<file path="config.mk">
export PLATFORM = sky130hd
export DESIGN_NAME = noc_rr_output_arbiter
export DESIGN_NICKNAME = d
export VERILOG_FILES = /design/src/rtl/noc_pkg.sv /design/src/rtl/noc_flit_fifo.sv /design/src/rtl/noc_rr_output_arbiter.sv
export SDC_FILE = /design/constraint.sdc
export NUM_CORES = 1
export LEC_CHECK = 0
export CAP_MARGIN = 20
export CORE_UTILIZATION = 63
export DETAILED_ROUTE_END_ITERATION = 6
export PLACE_DENSITY = 0.92
export SYNTH_ARGS = -nofsm -noshare
export SYNTH_HDL_FRONTEND = slang
export SYNTH_HIERARCHICAL = 1
export SYNTH_SLANG_ARGS = --single-unit
</file>
<file path="constraint.sdc">
create_clock -name clk -period 13.55 [get_ports clk]
set_input_delay 4.065 -clock clk [delete_from_list [all_inputs] [get_ports clk]]
set_output_delay 4.065 -clock clk [all_outputs]
set_load 0.005 [all_outputs]
</file>
<file path="src/rtl/noc_pkg.sv">
// Shared NoC definitions: default address/payload widths and the flit layout.
// Latency: n/a (types and constants only).
// Backpressure: n/a.
package noc_pkg;

  localparam int NET_ADDR_W  = 4;
  localparam int BANK_ADDR_W = 8;
  localparam int DATA_W      = 32;
  localparam int DEST_W      = NET_ADDR_W + BANK_ADDR_W;

  // Field order here is the bit order used wherever a flit is packed flat.
  typedef struct packed {
    logic [DEST_W-1:0]     dest;
    logic [NET_ADDR_W-1:0] req;
    logic                  read;
    logic                  write;
    logic [DATA_W-1:0]     data;
  } flit_t;

  localparam int FLIT_W = $bits(flit_t);

endpackage

</file>
<file path="src/rtl/noc_flit_fifo.sv">
// Circular-buffer FIFO for one arbiter input channel.
// Latency: a push at edge t is visible on pop_dat/count after edge t.
// Backpressure: push is ignored while full (even if popping the same cycle); pop ignored while empty.
//
// Ports:
//   clk, reset      rising-edge clock, synchronous active-high flush
//   push, push_dat  write request and data
//   pop             consume the head entry
//   pop_dat         head entry (valid when !empty)
//   count           occupancy 0..DEPTH
//   full, empty     occupancy flags
module noc_flit_fifo
  import noc_pkg::*;
#(
  parameter int WIDTH = FLIT_W,
  parameter int DEPTH = 4,
  localparam int PTR_W = $clog2(DEPTH)
) (
  input  logic             clk,
  input  logic             reset,
  input  logic             push,
  input  logic [WIDTH-1:0] push_dat,
  input  logic             pop,
  output logic [WIDTH-1:0] pop_dat,
  output logic [PTR_W:0]   count,
  output logic             full,
  output logic             empty
);

  logic [WIDTH-1:0] mem_q [DEPTH];
  logic [WIDTH-1:0] mem_d [DEPTH];
  logic [PTR_W-1:0] wr_ptr_q, wr_ptr_d;
  logic [PTR_W-1:0] rd_ptr_q, rd_ptr_d;
  logic [PTR_W:0]   count_q, count_d;
  logic             push_ok;
  logic             pop_ok;

  assign full    = (count_q == (PTR_W+1)'(DEPTH));
  assign empty   = (count_q == '0);
  assign push_ok = push && !full;
  assign pop_ok  = pop && !empty;
  assign pop_dat = mem_q[rd_ptr_q];
  assign count   = count_q;

  // DEPTH is a power of two, so pointers wrap by plain overflow.
  always_comb begin
    mem_d    = mem_q;
    wr_ptr_d = wr_ptr_q;
    rd_ptr_d = rd_ptr_q;
    count_d  = count_q;
    if (push_ok) begin
      mem_d[wr_ptr_q] = push_dat;
      wr_ptr_d        = wr_ptr_q + 1'b1;
    end
    if (pop_ok) begin
      rd_ptr_d = rd_ptr_q + 1'b1;
    end
    case ({push_ok, pop_ok})
      2'b10:   count_d = count_q + 1'b1;
      2'b01:   count_d = count_q - 1'b1;
      default: count_d = count_q;
    endcase
  end

  always_ff @(posedge clk) begin
    if (reset) begin
      wr_ptr_q <= '0;
      rd_ptr_q <= '0;
      count_q  <= '0;
    end else begin
      wr_ptr_q <= wr_ptr_d;
      rd_ptr_q <= rd_ptr_d;
      count_q  <= count_d;
    end
  end

  // Storage needs no reset: entries are only read once count says they were written.
  always_ff @(posedge clk) begin
    mem_q <= mem_d;
  end

endmodule

</file>
<file path="src/rtl/noc_rr_output_arbiter.sv">
// Merges NUM_IN buffered request channels onto one output link with round-robin fairness.
// Latency: packet accepted at edge t into an empty FIFO with a free output -> out_valid after t+1.
// Backpressure: per-channel in_ready from FIFO occupancy; output register holds while !out_ready.
//
// Ports:
//   clk, reset                          rising-edge clock, synchronous active-high reset
//   in_valid/in_ready [NUM_IN]          per-channel handshake
//   in_dest/in_req/in_read/in_write/in_data  packed per channel, channel i at [i*W +: W]
//   out_valid/out_ready                 output handshake
//   out_dest/out_req/out_read/out_write/out_data  granted packet
//   out_src                             channel that supplied the current output
module noc_rr_output_arbiter #(
  parameter int NUM_IN      = 5,
  parameter int DEPTH       = 4,
  parameter int NET_ADDR_W  = noc_pkg::NET_ADDR_W,
  parameter int BANK_ADDR_W = noc_pkg::BANK_ADDR_W,
  parameter int DATA_W      = noc_pkg::DATA_W,
  localparam int DEST_W     = NET_ADDR_W + BANK_ADDR_W,
  localparam int SRC_W      = $clog2(NUM_IN),
  localparam int PTR_W      = $clog2(DEPTH)
) (
  input  logic                         clk,
  input  logic                         reset,
  input  logic [NUM_IN-1:0]            in_valid,
  output logic [NUM_IN-1:0]            in_ready,
  input  logic [NUM_IN*DEST_W-1:0]     in_dest,
  input  logic [NUM_IN*NET_ADDR_W-1:0] in_req,
  input  logic [NUM_IN-1:0]            in_read,
  input  logic [NUM_IN-1:0]            in_write,
  input  logic [NUM_IN*DATA_W-1:0]     in_data,
  output logic                         out_valid,
  input  logic                         out_ready,
  output logic [DEST_W-1:0]            out_dest,
  output logic [NET_ADDR_W-1:0]        out_req,
  output logic                         out_read,
  output logic                         out_write,
  output logic [DATA_W-1:0]            out_data,
  output logic [SRC_W-1:0]             out_src
);

  // Same layout as noc_pkg::flit_t, but sized by this instance's parameters.
  typedef struct packed {
    logic [DEST_W-1:0]     dest;
    logic [NET_ADDR_W-1:0] req;
    logic                  read;
    logic                  write;
    logic [DATA_W-1:0]     data;
  } flit_t;

  localparam int FW = $bits(flit_t);

  logic [NUM_IN-1:0] push;
  logic [NUM_IN-1:0] pop;
  logic [NUM_IN-1:0] eligible;
  logic [NUM_IN-1:0] full;
  logic [NUM_IN-1:0] fifo_empty_unused;
  logic [FW-1:0]     head_dat [NUM_IN];
  logic [PTR_W:0]    count    [NUM_IN];

  flit_t             out_flit_q, out_flit_d;
  logic              out_valid_q, out_valid_d;
  logic [SRC_W-1:0]  out_src_q, out_src_d;
  logic [SRC_W-1:0]  rr_ptr_q, rr_ptr_d;

  logic              found;
  logic [SRC_W-1:0]  winner;
  logic [SRC_W-1:0]  idx;
  logic              load;

  for (genvar g = 0; g < NUM_IN; g++) begin : g_ch
    flit_t in_flit;

    assign in_flit = {in_dest[g*DEST_W +: DEST_W],
                      in_req[g*NET_ADDR_W +: NET_ADDR_W],
                      in_read[g],
                      in_write[g],
                      in_data[g*DATA_W +: DATA_W]};

    // in_ready looks only at registered occupancy: a pop this cycle does not free a slot.
    assign in_ready[g] = !reset && !full[g];
    assign push[g]     = in_valid[g] && in_ready[g];
    assign eligible[g] = (count[g] != '0);

    noc_flit_fifo #(
      .WIDTH (FW),
      .DEPTH (DEPTH)
    ) u_fifo (
      .clk      (clk),
      .reset    (reset),
      .push     (push[g]),
      .push_dat (in_flit),
      .pop      (pop[g]),
      .pop_dat  (head_dat[g]),
      .count    (count[g]),
      .full     (full[g]),
      .empty    (fifo_empty_unused[g])
    );
  end

  // Search starts one past the last winner so every backlogged channel is served within NUM_IN grants.
  always_comb begin
    found  = 1'b0;
    winner = '0;
    idx    = '0;
    for (int k = 1; k <= NUM_IN; k++) begin
      idx = SRC_W'((int'(rr_ptr_q) + k) % NUM_IN);
      if (!found && eligible[idx]) begin
        found  = 1'b1;
        winner = idx;
      end
    end
  end

  // Output register reloads whenever it is empty or being drained this cycle.
  always_comb begin
    load        = !out_valid_q || out_ready;
    out_valid_d = out_valid_q;
    out_flit_d  = out_flit_q;
    out_src_d   = out_src_q;
    rr_ptr_d    = rr_ptr_q;
    pop         = '0;
    if (load) begin
      out_valid_d = found;
      if (found) begin
        out_flit_d  = head_dat[winner];
        out_src_d   = winner;
        rr_ptr_d    = winner;
        pop[winner] = 1'b1;
      end
    end
  end

  always_ff @(posedge clk) begin
    if (reset) begin
      out_valid_q <= 1'b0;
      out_flit_q  <= '0;
      out_src_q   <= '0;
      rr_ptr_q    <= SRC_W'(NUM_IN - 1);
    end else begin
      out_valid_q <= out_valid_d;
      out_flit_q  <= out_flit_d;
      out_src_q   <= out_src_d;
      rr_ptr_q    <= rr_ptr_d;
    end
  end

  assign out_valid = out_valid_q;
  assign out_dest  = out_flit_q.dest;
  assign out_req   = out_flit_q.req;
  assign out_read  = out_flit_q.read;
  assign out_write = out_flit_q.write;
  assign out_data  = out_flit_q.data;
  assign out_src   = out_src_q;

endmodule

</file>
==> results_dict.tcl <==
set metrics [dict create \
    status "finished, final reports clean" \
    worst_pin_slew_ns 1.01 \
    ys_seq_area_share_pct 70.8 \
    cts_setup_buffers 0 \
    p_per_area_nw_per_um2 240 \
    ys_ff_latch 1090 \
    syn_inst 2341 \
    drive_gt1_share_pct 12.3 \
    clock_sinks 1090 \
    drt.antenna.violating_nets 0 \
    final_area_sq_um 52200 \
    clock_latency_ns 0.66 \
    period_share_pct 68.0 \
    dieArea_sq_um 72400 \
    required_ns 9.48 \
    rows 97 \
    tns_ns 0 \
    root_buffer "clkbuf_16" \
    multiInputGateArea_sq_um 12100 \
    dp_cells 3494 \
    core-area_sq_um 70300 \
    maxSlewHeadroom_pct 32.4 \
    p_leak_uw 0.0168 \
    totalWireLength_mm 114 \
    ioPinCount 317 \
    grt_use_total_pct 31.6 \
    area_growth_pct 16.1 \
    die-height_um 269 \
    max_freq_mhz 109 \
    min_path_type "flip-flop to flip-flop" \
    viasPerCell 6.78 \
    synthArstFlopShare_pct 0 \
    final_hold_viol_count 0 \
    htreeDepth 3 \
    cts-hold-fix-buffers 0 \
    gp_congestion 0.961 \
    worst-setup-path-type "input pin to output pin" \
    yosysWarningCount 6 \
    synth.cell_area_sq_um 44900 \
    grt_start_max_net_pins 72 \
    gr-total-overflow 0 \
    drtIter0Drc 2906 \
    setup_viol 0 \
    drc_errors 0 \
    vias 25178 \
    start_util_pct 63.9 \
    crit_path_start_kind "input pin" \
    clk_pin_slew_ns 0.06 \
    wl_per_cell_um 30.6 \
    yosysTopAreaCell "edfxtp_1" \
    peakVddDrop_mv 0.765 \
    synth_ff_type "edfxtp_1" \
    grt_pass1_vias 25194 \
    maxCapViolations 0 \
    cts-buffers-inserted 103 \
    die_x_um 269 \
    crit_arrival_ns 5.15 \
    nFillCells 3631 \
    grt_pass1_wl_mm 163 \
    port_buffers 316 \
    syn_nets 2653 \
    synth_top_area_share_pct 66.8 \
    first_pass_iters 6 \
    endpoint_kind "output pin" \
    post-place-ws_ns 4.36 \
    rsz0062_at_grt "no" \
    cts_resized 0 \
    place_area_sq_um 48800 \
    final_nets 2971 \
    syn_area_per_cell_sq_um 19.2 \
    cts_tree "built" \
    drv_slew 0 \
    crit_fanout 30 \
    dpl.hpwl_mm 69.6 \
    setup_slack_ns 4.33 \
    antenna_found_initial 31 \
    skew_ns 0.0237 \
    register_area_sq_um 31800 \
    cts.path.max_buffers 3 \
    min_period_ns 9.22 \
    synth_edf_count 1000 \
    hold_slack_ns 0.499 \
    yosysUniqueCellTypes 74 \
    instances_no_fill 3711 \
    synthTopCellsByArea "edfxtp_1 (67%), mux4_1 (9.9%), mux4_2 (4.1%)" \
]
==> layout by cell type, fill, tap and decap left out, drive strengths merged, types with 53 or more instances in the layout <==
| cell type | n |
|---|---|
| clkdlybuf4s50 | 315 |
| a21oi | 86 |
| a211oi | 53 |
| a31oi | 57 |
| inv | 58 |
| mux4 | 251 |
| nor3b | 105 |
| clkbuf | 144 |
| edfxtp | 1000 |
| dfxtp | 90 |
==> layer usage <==
metal	GRT usage (%)	wire length (um)	up-vias
met5	0	175	-
li1	-	-	10472
met4	15.8	5550	26
met1	38.9	38500	12731
met2	53.2	57900	1642
met3	7.23	11500	307
==> critical path, stage by stage <==
cell and delay (ns):
buf_4 0.22, nor2_1 0.29, clkdlybuf4s50_1 0.56
==> cells by family after synthesis <==
kind of cell             Yosys count  share of synthesized area (%)
AND/OR/NAND/NOR                  314                           4.25
AO/OA/AOI/OAI                    393                           6.06
buffers and inverters            201                           2.42
XOR/XNOR                          21                          0.451
multiplexers                     268                           14.4
adder cells (fa/ha/maj)           54                           1.59
flip-flops                      1090                           70.8
==> power breakdown <==
part	switching [uW]	internal [uW]
Sequential	180	3910
Clock	1220	1630
Combinational	3910	1670
Total	5310	7210
==> synthesized netlist by cell type, types with 9 or more instances <==
master / n
edfxtp_1: 1000
mux4_1: 170
nor3b_1: 100
dfxtp_1: 90
a21oi_1: 84
mux4_2: 81
clkbuf_1: 60
a31oi_1: 57
a211oi_1: 53
inv_1: 53
a311oi_1: 51
o21bai_1: 50
ha_1: 49
nor2_1: 48
buf_2: 42
buf_6: 34
o21ai_0: 30
and2_1: 29
nand2_1: 29
or3_1: 26
nand2b_1: 21
mux2i_1: 16
xor2_1: 15
nor3_1: 14
nand3_1: 13
o31ai_1: 9
==> path summary, 6_finish.rpt <==
check | start | to | slack (ns) | cells after the start
max | reset | in_ready[3] | 4.33 | 3
max reg2reg | out_src[0] | g_ch[3].u_fifo/count[2] | 4.56 | 29
min reg2reg | g_ch[0].u_fifo/rd_ptr_q[1] | g_ch[0].u_fifo/rd_ptr_q[1] | 0.50 | 2
min | g_ch[0].u_fifo/rd_ptr_q[1] | g_ch[0].u_fifo/rd_ptr_q[1] | 0.50 | 2
==> per-stage QoR <==
step	util [%]	total power (uW)
after global placement	69.4	9300
after CTS	74.2	12400
after floorplan	-	7590
final	74.3	12500
after global routing	74.2	12900
after detailed placement	69.4	9500
==> layout make-up <==
type | instances | share of cell area, %
flip-flops and latches | 1090 | 61.0
multi-input cells | 1050 | 23.2
repair buffers | 360 | 6.69
clock buffers | 144 | 5.49
well taps | 940 | 2.25
clock inverters | 50 | 0.899
inverters | 54 | 0.388
diodes | 23 | 0.110
==> state kept, by name, summed over array words and instances, names as in the netlist, 3 cells and up <==
signal,count
g_ch.u_fifo/mem_q,1000
g_ch.u_fifo/wr_ptr_q,10
g_ch.u_fifo/count,15
g_ch.u_fifo/rd_ptr_q,10
out_src,3
out_dest,12
out_req,4
out_data,32
Note: power is estimated with default switching activity, not from simulation.
